<file path="src/rtl/alu_sequencer.sv">
// alu_sequencer
//   Command-side sequencer for the 4-bit-operand accumulator ALU. Up to
//   DEPTH (Function, Data) instructions are loaded through a valid/ready
//   port. A Start pulse then clears the ALU, issues one instruction per
//   cycle, captures the final 8-bit accumulator and pulses Done.
//
// Ports
//   Clock        rising-edge clock for all state
//   Reset_b      synchronous active-low reset
//   InValid      instruction load request
//   InFunction   opcode to store (00 add, 01 mul, 10 shl, 11 hold)
//   InData       operand to store
//   InReady      load accepted this cycle when high together with InValid
//   Start        begin executing the stored program
//   AluFunction  opcode driven to the ALU
//   AluData      operand driven to the ALU
//   AluClear     one-cycle clear of the ALU accumulator
//   AluResult    registered ALU accumulator value
//   Result       captured final accumulator value
//   Done         one-cycle pulse in the cycle after Result is updated
//   Busy         high in every state except IDLE
//   dbg_state    current FSM state, for observation only
//
// Load handshake: a load happens at a rising edge where InValid and
// InReady are both high. InReady only depends on state and count, never
// on InValid. Outside IDLE, InReady is low and InValid/Start are ignored.
module alu_sequencer (
    input  logic       Clock,
    input  logic       Reset_b,
    input  logic       InValid,
    input  logic [1:0] InFunction,
    input  logic [3:0] InData,
    output logic       InReady,
    input  logic       Start,
    output logic [1:0] AluFunction,
    output logic [3:0] AluData,
    output logic       AluClear,
    input  logic [7:0] AluResult,
    output logic [7:0] Result,
    output logic       Done,
    output logic       Busy,
    output logic [1:0] dbg_state
);

    localparam logic [3:0] DEPTH   = 4'd8;
    localparam logic [1:0] FN_HOLD = 2'b11;

    typedef enum logic [1:0] {
        ST_IDLE    = 2'd0,
        ST_CLEAR   = 2'd1,
        ST_RUN     = 2'd2,
        ST_CAPTURE = 2'd3
    } state_t;

    state_t     state_q, state_d;
    logic [3:0] count_q, count_d;
    logic [3:0] index_q, index_d;

    // Outputs are registered: their _d values describe the cycle that
    // follows the coming edge, so they are decoded from state_d/index_d.
    logic       in_ready_q, in_ready_d;
    logic [1:0] alu_function_q, alu_function_d;
    logic [3:0] alu_data_q, alu_data_d;
    logic       alu_clear_q, alu_clear_d;
    logic [7:0] result_q, result_d;
    logic       done_q, done_d;
    logic       busy_q, busy_d;

    // Program memory has no reset; only count decides which entries are live.
    logic [5:0] mem_q [0:7];
    logic       mem_we;
    logic [5:0] mem_rd;

    always_comb begin
        state_d        = state_q;
        count_d        = count_q;
        index_d        = index_q;
        result_d       = result_q;
        done_d         = 1'b0;
        mem_we         = 1'b0;

        case (state_q)
            ST_IDLE: begin
                if (InValid && (count_q < DEPTH)) begin
                    mem_we  = 1'b1;
                    count_d = count_q + 4'd1;
                end else if (Start && !InValid) begin
                    // A simultaneous InValid wins over Start, even when
                    // the load itself is dropped because memory is full.
                    state_d = ST_CLEAR;
                end
            end
            ST_CLEAR: begin
                index_d = 4'd0;
                state_d = (count_q != 4'd0) ? ST_RUN : ST_CAPTURE;
            end
            ST_RUN: begin
                index_d = index_q + 4'd1;
                if (index_q == count_q - 4'd1) begin
                    state_d = ST_CAPTURE;
                end
            end
            ST_CAPTURE: begin
                result_d = AluResult;
                done_d   = 1'b1;
                count_d  = 4'd0;
                state_d  = ST_IDLE;
            end
            default: begin
                state_d = ST_IDLE;
            end
        endcase

        mem_rd         = mem_q[index_d[2:0]];
        in_ready_d     = (state_d == ST_IDLE) && (count_d < DEPTH);
        busy_d         = (state_d != ST_IDLE);
        alu_clear_d    = (state_d == ST_CLEAR);
        alu_function_d = FN_HOLD;
        alu_data_d     = 4'd0;
        if (state_d == ST_RUN) begin
            alu_function_d = mem_rd[5:4];
            alu_data_d     = mem_rd[3:0];
        end
    end

    always_ff @(posedge Clock) begin
        if (!Reset_b) begin
            state_q        <= ST_IDLE;
            count_q        <= 4'd0;
            index_q        <= 4'd0;
            in_ready_q     <= 1'b1;
            alu_function_q <= FN_HOLD;
            alu_data_q     <= 4'd0;
            alu_clear_q    <= 1'b0;
            result_q       <= 8'h00;
            done_q         <= 1'b0;
            busy_q         <= 1'b0;
        end else begin
            state_q        <= state_d;
            count_q        <= count_d;
            index_q        <= index_d;
            in_ready_q     <= in_ready_d;
            alu_function_q <= alu_function_d;
            alu_data_q     <= alu_data_d;
            alu_clear_q    <= alu_clear_d;
            result_q       <= result_d;
            done_q         <= done_d;
            busy_q         <= busy_d;
        end
    end

    always_ff @(posedge Clock) begin
        if (mem_we) begin
            mem_q[count_q[2:0]] <= {InFunction, InData};
        end
    end

    assign InReady     = in_ready_q;
    assign AluFunction = alu_function_q;
    assign AluData     = alu_data_q;
    assign AluClear    = alu_clear_q;
    assign Result      = result_q;
    assign Done        = done_q;
    assign Busy        = busy_q;
    assign dbg_state   = state_q;

endmodule

</file>
<file path="config.mk">
export PLATFORM = sky130hd
export DESIGN_NAME = alu_sequencer
export DESIGN_NICKNAME = d
export VERILOG_FILES = /design/src/rtl/alu_sequencer.sv
export SDC_FILE = /design/constraint.sdc
export NUM_CORES = 1
export LEC_CHECK = 0
export ABC_CLOCK_PERIOD_IN_PS = 2780
export CORE_MARGIN = 2
export CORE_UTILIZATION = 55
export CTS_CLUSTER_DIAMETER = 60
export DETAILED_ROUTE_END_ITERATION = 7
export PLACE_DENSITY = 0.79
export SLEW_MARGIN = 5
export SYNTH_ARGS = -nofsm -noshare
export SYNTH_HDL_FRONTEND = slang
export SYNTH_SLANG_ARGS = --single-unit
</file>
<file path="constraint.sdc">
create_clock -name Clock -period 2.78 [get_ports Clock]
set_clock_uncertainty 0.2 [all_clocks]
set_input_delay 0.556 -clock Clock [delete_from_list [all_inputs] [get_ports Clock]]
set_output_delay 0.556 -clock Clock [all_outputs]
set_load 0.005 [all_outputs]
</file>
### Word-level counts from Yosys, hierarchy flattened

Memory sizes are Yosys's and may differ from the RTL's. A register that Yosys moved wholly into a read port is not among the register bits.
Index checks and enable logic that the tools add are counted.

| storage, ports and cells | value |
|---|---|
| flip-flop bits (word level) | 22 |
| bits in writable memories | 48 |
| input port bits | 18 |
| output and inout port bits | 20 |
| logic and storage cells | 45 |
| memories kept | 1 |

Memory list:

| name | depth | width | rd ports | clocked after memory_dff | write ports | line | source |
|---|---|---|---|---|---|---|---|
| mem_q | 8 | 6 | 1 | 1 | 1 | 70 | `logic [5:0] mem_q [0:7];` |

| operators by class | value |
|---|---|
| $add $sub $neg | 3 |
| order comparisons | 2 |
| equality and inequality tests | 6 |
| multiplexer cells | 13 |
| reductions and logical operators | 11 |

Operators with widths:

| kind | count |
|---|---|
| $pmux 4 s2 | 2 |
| $add 4x1->4 const B | 2 |
| $lt 4x4->1 const B | 2 |
| $pmux 2 s4 | 1 |
| $eq 2x2->1 const B | 3 |
| $mux 1 | 6 |
| $mux 2 | 3 |
| $eq 2x1->1 const B | 2 |
| $eq 4x4->1 | 1 |
| $logic_not 2->1 | 2 |
| $mux 4 | 1 |
| $reduce_bool 2->1 | 2 |
| $reduce_bool 4->1 | 1 |
| $sub 4x1->4 const B | 1 |
| $logic_and 1x1->1 | 3 |
| $logic_not 1->1 | 2 |
| $reduce_and 2->1 | 1 |

### Logic depth before layout (Yosys ltp)

| logic depth | value |
|---|---|
| depth in word-level cells | 8 |
| depth in mapped cells | 8 |
| mapped depth without buffers | 7 |

### Least setup slack after synthesis

Ideal clock, no wire load.

| path | value |
|---|---|
| path kind | reg-to-reg |
| start point | register state_q[0], in the netlist dbg_state[0] |
| end point | register alu_function_q[0], in the netlist AluFunction[0] |
| library setup time | 0.114 ns |
| data arrival time | 2.042 ns |
| required time | 2.466 ns |
| path slack | 0.424 ns |
| cell stages (with the launch flop) | 9 |
| path buffers | 1 |
| path through | dfxtp_1 inv_1 ha_1 nor2b_2 a31oi_4 buf_4 mux2_2 a2bb2oi_1 a21o_1 |

RTL lines:

| item | line | source |
|---|---|---|
| start: declaration | 55 | `state_t state_q, state_d;` |
| start signal: assignment | 139 | `state_q <= state_d;` |
| $eq 2x2->1 (tied with other cells) | 82 | `case (state_q)` |
| $pmux 2 s4 (*) | 82 |  |
| via state_d[1] | 55 |  |
| $eq 2x2->1 (*) | 120 | `if (state_d == ST_RUN) begin` |
| $reduce_and 2->1 (no source line) (*) | -- |  |
| $logic_not 1->1 (no source line) (*) | -- |  |
| end signal: assignment | 143 | `alu_function_q <= alu_function_d;` |
| end: declaration | 62 | `logic [1:0] alu_function_q, alu_function_d;` |

Mark *: on every way through the listed nets, which the timed path passes. The rest lies on a longest branch.
A chain may end at the register's enable or synchronous reset.

### Final worst setup path

| path | value |
|---|---|
| start point | register state_q[0], in the netlist dbg_state[0] |
| end point | register alu_function_q[1], in the netlist AluFunction[1] |

The elaborated chain is that of the path after synthesis.

==> run metrics <==
max_cap viols=0; CP endpoint kind=flop; largest family of logic cells by synthesized area=simple AND/OR/NAND/NOR gates; maximum vdd ir drop=about 630 uV; CTS hold repair buffers=0; CP Data Arrival Time=around 2.6 ns; Antenna diodes=0; reg2reg end=AluFunction[1]; Critical Path Fanout Max=25; flops & latches, synth=76; Vias=2034; Synth area leader=edfxtp_1; cells on worst reg2reg path=8; DRT Pass-1 Iters=4; post-synthesis xor/xnor area fraction=approximately 1.9%; antenna violations before repair=0; Clock Path Buffers=2; Max Freq=slightly below 0.4 GHz; post-synthesis compound-gate area fraction=under 10%; TritonCTS Buffers=9; Iteration-0 DRC Markers=roughly 130; Distinct cells, synth=47; Startpoint Class=flop; IO Count=38; layout cells sized above 1=between 10% and 20%; worst hold stages=2; Post-Synth Simple-Gate Area=10.94%; total routed wirelength=6167 um; hold_sp=Result[7]; DRC=0; setup TNS=0 ns; slew at the pin closest to its max-slew limit=~0.71 ns; Synth Warn #=0; Adder-Cell Fraction of Synth Area=under 10%; height of the die=a little over 80 um; post-synthesis async set-or-reset flop share=0%; Mapped Cells=about 250; DR WL/cell=between 15 and 20 um; row cnt=27; gr ovfl total=0; top-area cell type share of the netlist area=between 40% and 50%; CTS Sinks=between 70 and 80; final cell count without fillers=380; die area=roughly 6500 um2; Placer Congestion=0.7630; Reg2Reg Setup Slack=between 0.2 and 0.25 ns; Cells after DPL=364; Seq/Total Area, Yosys=roughly three fifths; count of final max-slew check failures=0; vias per cell=around 5.4; status=finished clean; Final min period=~2.6 ns; EDFF count, synth=48; first-pass GRT wire length=approximately 10000 um; synthesized area=about 3200 um2; Antenna Nets Post-Route=0; postcts setup bufs=0; Port Buffer Count=37; pin count of the biggest net entering global routing=26; DIE WIDTH=80.73 um; power per cell area=between 800 and 900 nW/um2; # H-tree levels=3; core area=5608 um2; Total GRT Usage=a little over a fifth; synth top area cells=edfxtp_1, dfxtp_1, mux2_2, mux2i_1, ha_1; # setup viols final=0; CP Data Required Time=2.83 ns; r2r startpoint=dbg_state[0]; starting density of the core=between 50% and 60%; clock slew at reported path FFs=0.08 ns; fin crit share=between 90 and 100%; CTS tree=built; hold worst-path end=Result[7]; LEAKAGE=~1.4 nW; CTS Root Cell=clkbuf_8; Worst slew margin=between 50% and 60%; cts repair resizes=0; most common cell after layout, fill and taps aside=edfxtp_1; final number of hold-violating endpoints=0; Final #Nets=between 300 and 400; Mean Syn Cell Area=about 13 um2; Final HPWL DP=~4200 um; Layout area overhead=23.69%; leading cell types in the layout, fill and taps excluded=edfxtp_1, clkdlybuf4s50_1, dfxtp_1; clk_lat worst skew=about 0.35 ns; HP Class=reg2reg; Mapped Nets=roughly 270; ys flop type=edfxtp_1; unrepaired setup endpoints after global routing=false; mux share of post-synthesis cell area=roughly a tenth; critical setup path kind=reg2reg; vias in the first global route=between 1500 and 2000
-- sequential cells by signal, indices dropped and copies added, names as in the netlist, 2 cells and up --
name / cells
mem_q: 48
Result: 8
AluData: 4
count_q: 4
index_q: 4
AluFunction: 2
dbg_state: 2
-- power breakdown --
part / leakage, nW / switching (mW) / internal (mW)
combinational: 0.678 / 0.537 / 0.462
sequential: 0.662 / 0.0514 / 1.33
clock: 0.0999 / 0.405 / 0.442
total: 1.44 / 0.993 / 2.23
-- how the worst max path moves through the flow --
| stage | startpoint | end | cells after the start |
|---|---|---|---|
| final | dbg_state[0] | AluFunction[1] | 8 |
| after global routing | dbg_state[0] | AluData[3] | 8 |
| after CTS | dbg_state[0] | AluData[0] | 8 |
| after detailed placement | dbg_state[0] | AluFunction[1] | 8 |
| after global placement | dbg_state[0] | AluFunction[0] | 8 |
| after floorplan | dbg_state[0] | AluFunction[0] | 8 |
-- cell type report --
| cell class | instances | area [um2] |
|---|---|---|
| Clock buffer | 11 | 141.4 |
| Clock inverter | 5 | 60.06 |
| Fill cell | 410 | 1603 |
| Inverter | 8 | 30.03 |
| Multi-Input combinational cell | 150 | 1141 |
| Sequential cell | 76 | 2002 |
| Tap cell | 72 | 90.09 |
| Timing Repair Buffer | 58 | 540.5 |
-- kinds of logic (layout without fill, tap and decap cells) --
kind of cell | after synthesis | count (layout)
flops | 76 | 76
xor+xnor | 7 | 7
buf+inv | 20 | 82
simple gates | 67 | 67
compound gates | 36 | 36
mux | 32 | 32
fa+ha+maj | 8 | 8
-- layer usage --
metal | wire (um) | vias up | share of wire, % | GRT usage (%)
li1 | - | 1006 | - | -
met1 | 2854 | 966 | 46 | 28.77
met2 | 2850 | 52 | 46 | 31.83
met3 | 323 | 10 | 5.2 | 3.778
met4 | 139 | 0 | 2.3 | 11.19
met5 | 0 | - | 0 | 0
-- cells in the mapped netlist (5+ instances only) --
library cell and count:
nor2_1 16, dfxtp_1 28, inv_1 8, edfxtp_1 48
o21ai_0 5, nor2b_1 12, nand2_1 12, mux2i_1 14
o22ai_1 5, mux2_1 5, ha_1 8, a21oi_1 6
nor3_1 7, mux2_2 13, and2_1 5
-- worst max-delay path, cell delays in order, from the launching register on --
cell and delay (ns):
dfxtp_1 0.42, inv_1 0.09, ha_1 0.56, nor2b_2 0.10, a31oi_4 0.18, buf_12 0.21, mux2_2 0.36, o22a_1 0.19
a21o_1 0.15
-- metrics by stage --
stage               area, um2  power, mW  setup slack [ns]  hold WS [ns]  utilization, %
finish                   4005      3.226            0.2019        0.3238           71.42
global route             4005      3.391          0.005598        0.3568           71.42
CTS                      4005      3.242            0.2053        0.3278           71.42
detailed placement       3804      2.397            0.2475        0.3087           67.83
global placement         3804      2.374            0.2791        0.2999           67.83
floorplan                3238      2.024            0.4235        0.3077               -
(Power assumes the default switching activity.)
